### src/rtl/raster_scan_ctrl.sv
// rtl/raster_scan_ctrl.sv - VGA raster sequencer with frame-aligned start/stop and grid tracking
module raster_scan_ctrl #(
  parameter int CLK_DIV    = 4,
  parameter int H_ACTIVE   = 640,
  parameter int H_FP       = 16,
  parameter int H_SYNC     = 96,
  parameter int H_BP       = 48,
  parameter int V_ACTIVE   = 480,
  parameter int V_FP       = 10,
  parameter int V_SYNC     = 2,
  parameter int V_BP       = 33,
  parameter int GRID_Y0    = 78,
  parameter int GRID_PITCH = 50,
  parameter int GRID_ROWS  = 7,
  parameter int LINE_W     = 9,
  parameter int GRID_XMIN  = 8,
  parameter int GRID_XMAX  = 631
) (
  input  logic        clk,
  input  logic        reset,
  input  logic        run,
  output logic        busy,
  output logic        pix_en,
  output logic [15:0] Xcoordinate,
  output logic [15:0] Ycoordinate,
  output logic        hsync,
  output logic        vsync,
  output logic        active,
  output logic        line_end,
  output logic        frame_start,
  output logic [2:0]  grid_row,
  output logic        on_hline
);

  localparam int DIV_W = (CLK_DIV > 1) ? $clog2(CLK_DIV) : 1;
  localparam logic [DIV_W-1:0] DIV_LAST = DIV_W'(CLK_DIV - 1);

  localparam logic [15:0] X_LAST   = 16'(H_ACTIVE + H_FP + H_SYNC + H_BP - 1);
  localparam logic [15:0] Y_LAST   = 16'(V_ACTIVE + V_FP + V_SYNC + V_BP - 1);
  localparam logic [15:0] X_ACT    = 16'(H_ACTIVE);
  localparam logic [15:0] Y_ACT    = 16'(V_ACTIVE);
  localparam logic [15:0] HS_FIRST = 16'(H_ACTIVE + H_FP);
  localparam logic [15:0] HS_LAST  = 16'(H_ACTIVE + H_FP + H_SYNC - 1);
  localparam logic [15:0] VS_FIRST = 16'(V_ACTIVE + V_FP);
  localparam logic [15:0] VS_LAST  = 16'(V_ACTIVE + V_FP + V_SYNC - 1);
  localparam logic [15:0] G_Y0     = 16'(GRID_Y0);
  localparam logic [15:0] G_PITCH  = 16'(GRID_PITCH);
  localparam logic [15:0] G_BOTTOM = 16'(LINE_W - 1);
  localparam logic [15:0] G_XMIN   = 16'(GRID_XMIN);
  localparam logic [15:0] G_XMAX   = 16'(GRID_XMAX);
  localparam logic [2:0]  G_ROWS   = 3'(GRID_ROWS);

  localparam logic [1:0] ST_STOP  = 2'd0;
  localparam logic [1:0] ST_RUN   = 2'd1;
  localparam logic [1:0] ST_DRAIN = 2'd2;

  logic [1:0]       state_q, state_d;
  logic [DIV_W-1:0] div_q, div_d;
  logic [15:0]      x_q, x_d;
  logic [15:0]      y_q, y_d;
  logic [2:0]       grid_row_q, grid_row_d;
  logic [15:0]      thresh_q, thresh_d;
  logic [15:0]      line_top_q, line_top_d;
  logic             line_wrap;
  logic             frame_wrap;

  // Pixel strobe and the line/frame wrap events it qualifies
  always_comb begin
    busy       = (state_q != ST_STOP);
    pix_en     = busy && (div_q == DIV_LAST);
    line_wrap  = pix_en && (x_q == X_LAST);
    frame_wrap = line_wrap && (y_q == Y_LAST);
  end

  // Run/drain sequencing; a drain only ends on a completed frame
  always_comb begin
    state_d = state_q;
    case (state_q)
      ST_STOP:  if (run) state_d = ST_RUN;
      ST_RUN:   if (!run) state_d = ST_DRAIN;
      ST_DRAIN: begin
        if (run)             state_d = ST_RUN;
        else if (frame_wrap) state_d = ST_STOP;
      end
      default:  state_d = ST_STOP;
    endcase
  end

  // Clock divider and X/Y scan counters; everything sits at zero while stopped
  always_comb begin
    div_d = '0;
    if (busy && (div_q != DIV_LAST)) div_d = div_q + DIV_W'(1);
    x_d = x_q;
    y_d = y_q;
    if (line_wrap) begin
      x_d = '0;
      y_d = (y_q == Y_LAST) ? '0 : y_q + 16'd1;
    end else if (pix_en) begin
      x_d = x_q + 16'd1;
    end
  end

  // Grid tracker: compare the incoming row against the next line top only
  always_comb begin
    grid_row_d = grid_row_q;
    thresh_d   = thresh_q;
    line_top_d = line_top_q;
    if (frame_wrap) begin
      grid_row_d = '0;
      thresh_d   = G_Y0;
      line_top_d = '0;
    end else if (line_wrap && (y_d == thresh_q) && (grid_row_q < G_ROWS)) begin
      grid_row_d = grid_row_q + 3'd1;
      line_top_d = thresh_q;
      if (grid_row_q < (G_ROWS - 3'd1)) thresh_d = thresh_q + G_PITCH;
    end
  end

  // Zero-latency decodes from the registered position
  always_comb begin
    Xcoordinate = x_q;
    Ycoordinate = y_q;
    active      = busy && (x_q < X_ACT) && (y_q < Y_ACT);
    hsync       = !((x_q >= HS_FIRST) && (x_q <= HS_LAST));
    vsync       = !((y_q >= VS_FIRST) && (y_q <= VS_LAST));
    line_end    = line_wrap;
    frame_start = pix_en && (x_q == 16'd0) && (y_q == 16'd0);
    grid_row    = grid_row_q;
    on_hline    = (grid_row_q != 3'd0) && (y_q <= line_top_q + G_BOTTOM) &&
                  (x_q > G_XMIN) && (x_q < G_XMAX);
  end

  // State registers with immediate reset
  always_ff @(posedge clk or posedge reset) begin
    if (reset) begin
      state_q    <= ST_STOP;
      div_q      <= '0;
      x_q        <= '0;
      y_q        <= '0;
      grid_row_q <= '0;
      thresh_q   <= G_Y0;
      line_top_q <= '0;
    end else begin
      state_q    <= state_d;
      div_q      <= div_d;
      x_q        <= x_d;
      y_q        <= y_d;
      grid_row_q <= grid_row_d;
      thresh_q   <= thresh_d;
      line_top_q <= line_top_d;
    end
  end

endmodule

### config.mk
export PLATFORM = sky130hd
export DESIGN_NAME = raster_scan_ctrl
export DESIGN_NICKNAME = d
export VERILOG_FILES = /design/src/rtl/raster_scan_ctrl.sv
export SDC_FILE = /design/constraint.sdc
export NUM_CORES = 1
export LEC_CHECK = 0
export BUFFER_PORTS_ARGS = -buffer_cell sky130_fd_sc_hd__buf_2
export CAP_MARGIN = 20
export CORE_MARGIN = 10
export CORE_UTILIZATION = 45
export CTS_BUF_LIST = sky130_fd_sc_hd__clkbuf_16
export DETAILED_ROUTE_END_ITERATION = 7
export PLACE_DENSITY = 0.65
export SYNTH_ARGS = -nofsm -noshare
export SYNTH_HDL_FRONTEND = slang
export SYNTH_SLANG_ARGS = --single-unit
### constraint.sdc
create_clock -name clk -period 2.95 [get_ports clk]
set_input_delay 0.4425 -clock clk [delete_from_list [all_inputs] [get_ports clk]]
set_output_delay 0.4425 -clock clk [all_outputs]
set_load 0.05 [all_outputs]
==> metrics.cfg <==
[detailed_routing]
drt_iter0_markers=590
wl_per_cell_um=21.5
drc_errors=0
first_pass_iters=4
viasPerCell=5.91
routed_wirelength_mm=19.9
drt.antenna.violating_nets=0
vias=5481

[sta]
setup_viol=23
slew_viol_final=0
min_period_ns=3.18
post-route-period-util=1.08
fin_skew_ns=0.00701
holdWs_ns=0.266
tightest_slew_ns=0.926
max_slew_margin=0.382
rsz0062_at_grt=true
setup_ws_ns=-0.234
fmax_mhz=314
finalHoldViolCount=0

[cells_and_area]
antenna_cells=0
synthToLayoutAreaGrowth_pct=51.2
fin_nets=811
drive_gt1_frac=0.471
fillers=843

[logic_synthesis]
synth_top_family_by_area=simple AND/OR/NAND/NOR gates
yosysUniqueCellTypes=74
synth.avg_cell_area_um2=8.89
synth_area_mm2=0.00514
synth_compound_area_frac=0.131
ys_ff_latch=70
yosys.area_share.simple=0.292
yosysWarnings=0
synthMuxAreaShare=0.0450
yosysSeqAreaShare=0.342
async_flop_share=1.00
synth_edf_count=0
synth_fp_nets=606
synth-xor-area-share=0.0759
synthCells=578
synth_flop_cell=dfrtp_1
synth_fa_ha_area_frac=0.0609

[outcome]
violations=negative setup slack
status=finished with violations

[grt]
grt_pass1_wl_mm=30.1
gr-total-overflow=0
antenna_found_initial=0
grt_pass1_vias=5159
grtUsageTotal=0.239
grt_max_degree=40

[die]
io_pins=46
initial_core_util=0.466
rows=38
die_area_mm2=0.0161
core_area_mm2=0.0110
die_w_um=127
die_h_um=127

[setup_path]
worstSetupEndpointType=output pin
crit_fanout=4
cp_slowest_cell=or4_4
path_buf_inv=1
crit_required_ns=2.51
critPathTopFamily=simple AND/OR/NAND/NOR gates
rrSetupSlack_ns=-0.17
crit_type=flip-flop to output pin
cp-start-kind=flip-flop
worstPathArrival_ns=2.74
cp_cell_sequence=and3_4, and3_4, nand3_2, xor2_1, ha_1, nand4_1, or4_4, a21oi_4, buf_6
cpMostUsedCell=and3_4
worst_path_largest_cell_delay_ns=0.57

[cts]
htree_levels=3
cts_tree=built
clock_path_buffers=2
numCtsBuffers=9
clockRootBuffer=clkbuf_16
cts.sinks=70
clk_pin_slew_ns=0.06
insertion_delay_ns=0.35

[job]
cap_violations=0

[min_path]
hold_path.class=input port to flip-flop

[placed_design]
dp_hpwl_mm=14.8
pre_cts_ws_ns=-0.321
place.port_buffers=45
globalplace.congestion=0.979

[power]
powerDensity_mw_per_mm2=312
total_power_uw=2430
ir_drop_mv=0.386
p_leak_uw=0.00380

[flip-flops by register name, summed over array words and instances, names as in the netlist]
| name | cells |
|---|---|
| div_q | 2 |
| Ycoordinate | 16 |
| thresh_q | 15 |
| line_top_q | 16 |
| Xcoordinate | 16 |
| grid_row | 3 |
| state_q | 2 |
[area by class of cell]
cell class	count	area (µm²)	area share
tap	140	175	0.0225
multi-input combinational	449	3680	0.474
timing repair buffer	228	1740	0.224
inverter	25	100	0.0129
clock buffer	9	225	0.0290
clock inverter	7	65.1	0.00837
sequential	70	1780	0.229
[placed cells by master, fill, tap and decap left out, drive strengths merged, types with 5 or more instances in the layout]
| cell | instances |
|---|---|
| a21o | 8 |
| a21oi | 22 |
| and3 | 10 |
| and4 | 6 |
| buf | 226 |
| clkbuf | 11 |
| dfrtp | 66 |
| ha | 25 |
| inv | 24 |
| mux2i | 22 |
| nand2 | 49 |
| nand2b | 10 |
| nand3 | 29 |
| nand4 | 29 |
| nor2 | 57 |
| nor2b | 5 |
| nor3 | 11 |
| nor4 | 17 |
| o211ai | 6 |
| o21ai | 23 |
| o31ai | 9 |
| or3 | 10 |
| or4 | 6 |
| xnor2 | 22 |
| xor2 | 20 |
[cells in the mapped netlist, drive strengths merged, types with 9 or more instances]
cell type  instances  area, µm²
a21oi             22        114
and3              10       62.6
buf               19        121
clkbuf            15       56.3
dfrtp             66       1650
ha                25        313
inv               25       93.8
mux2i             22        220
nand2             49        191
nand2b            10       62.6
nand3             29        150
nand4             29        215
nor2              57        216
nor3              11       71.3
nor4              17        161
o21ai             23        115
o31ai              9       67.6
or3               10       62.6
xnor2             22        193
xor2              20        175
[stage by stage]
| stage | utilization | instance area (µm²) | setup TNS [ns] | cells |
|---|---|---|---|---|
| after global routing | 0.705 | 7770 | -6.21 | 928 |
| after detailed placement | 0.594 | 6550 | -6.11 | 875 |
| after global placement | 0.594 | 6550 | -6.23 | 875 |
| final | 0.705 | 7770 | -1.31 | 928 |
| after CTS | 0.657 | 7250 | -0.613 | 906 |
| after floorplan | - | 5240 | -1.96 | 578 |
[layer usage]
metal	routed length, µm	up-vias	part of all wire	global-route usage
met3	1380	38	0.069	0.0412
met2	8930	231	0.45	0.350
met5	0	-	0	0
met1	9090	2691	0.46	0.343
met4	529	0	0.027	0.0857
li1	-	2521	-	-
[power by group]
| part | total [µW] | switching (µW) | internal [µW] |
|---|---|---|---|
| clock | 1090 | 448 | 647 |
| combinational | 316 | 203 | 113 |
| sequential | 1010 | 22.1 | 993 |
| total | 2430 | 673 | 1750 |
[cell families after synthesis]
logic type | Yosys count
XOR/XNOR | 43
multiplexers | 23
flip-flops | 70
adder cells (fa/ha/maj) | 25
buffers and inverters | 59
AO/OA/AOI/OAI | 100
AND/OR/NAND/NOR | 258
[worst paths after layout]
kind,startpoint,to,cells after the start
setup / recovery,line_top_q[5],on_hline,9
hold reg to reg,Xcoordinate[15],Xcoordinate[15],1
hold / removal,run,state_q[1],2
max in group asynchronous,reset,thresh_q[2],3
min in group asynchronous,reset,Ycoordinate[3],2
setup reg to reg,div_q[0],thresh_q[9],13
[repair_timing]
action	4_1_cts	5_1_grt
hold endpoints to repair	0	0
buffers inserted	15	19
cloned	0	4
setup endpoints to repair	35	36
gates resized for setup	58	68
pin swaps	33	30
hold buffers	0	0
Power figures use the tool's default switching activity.
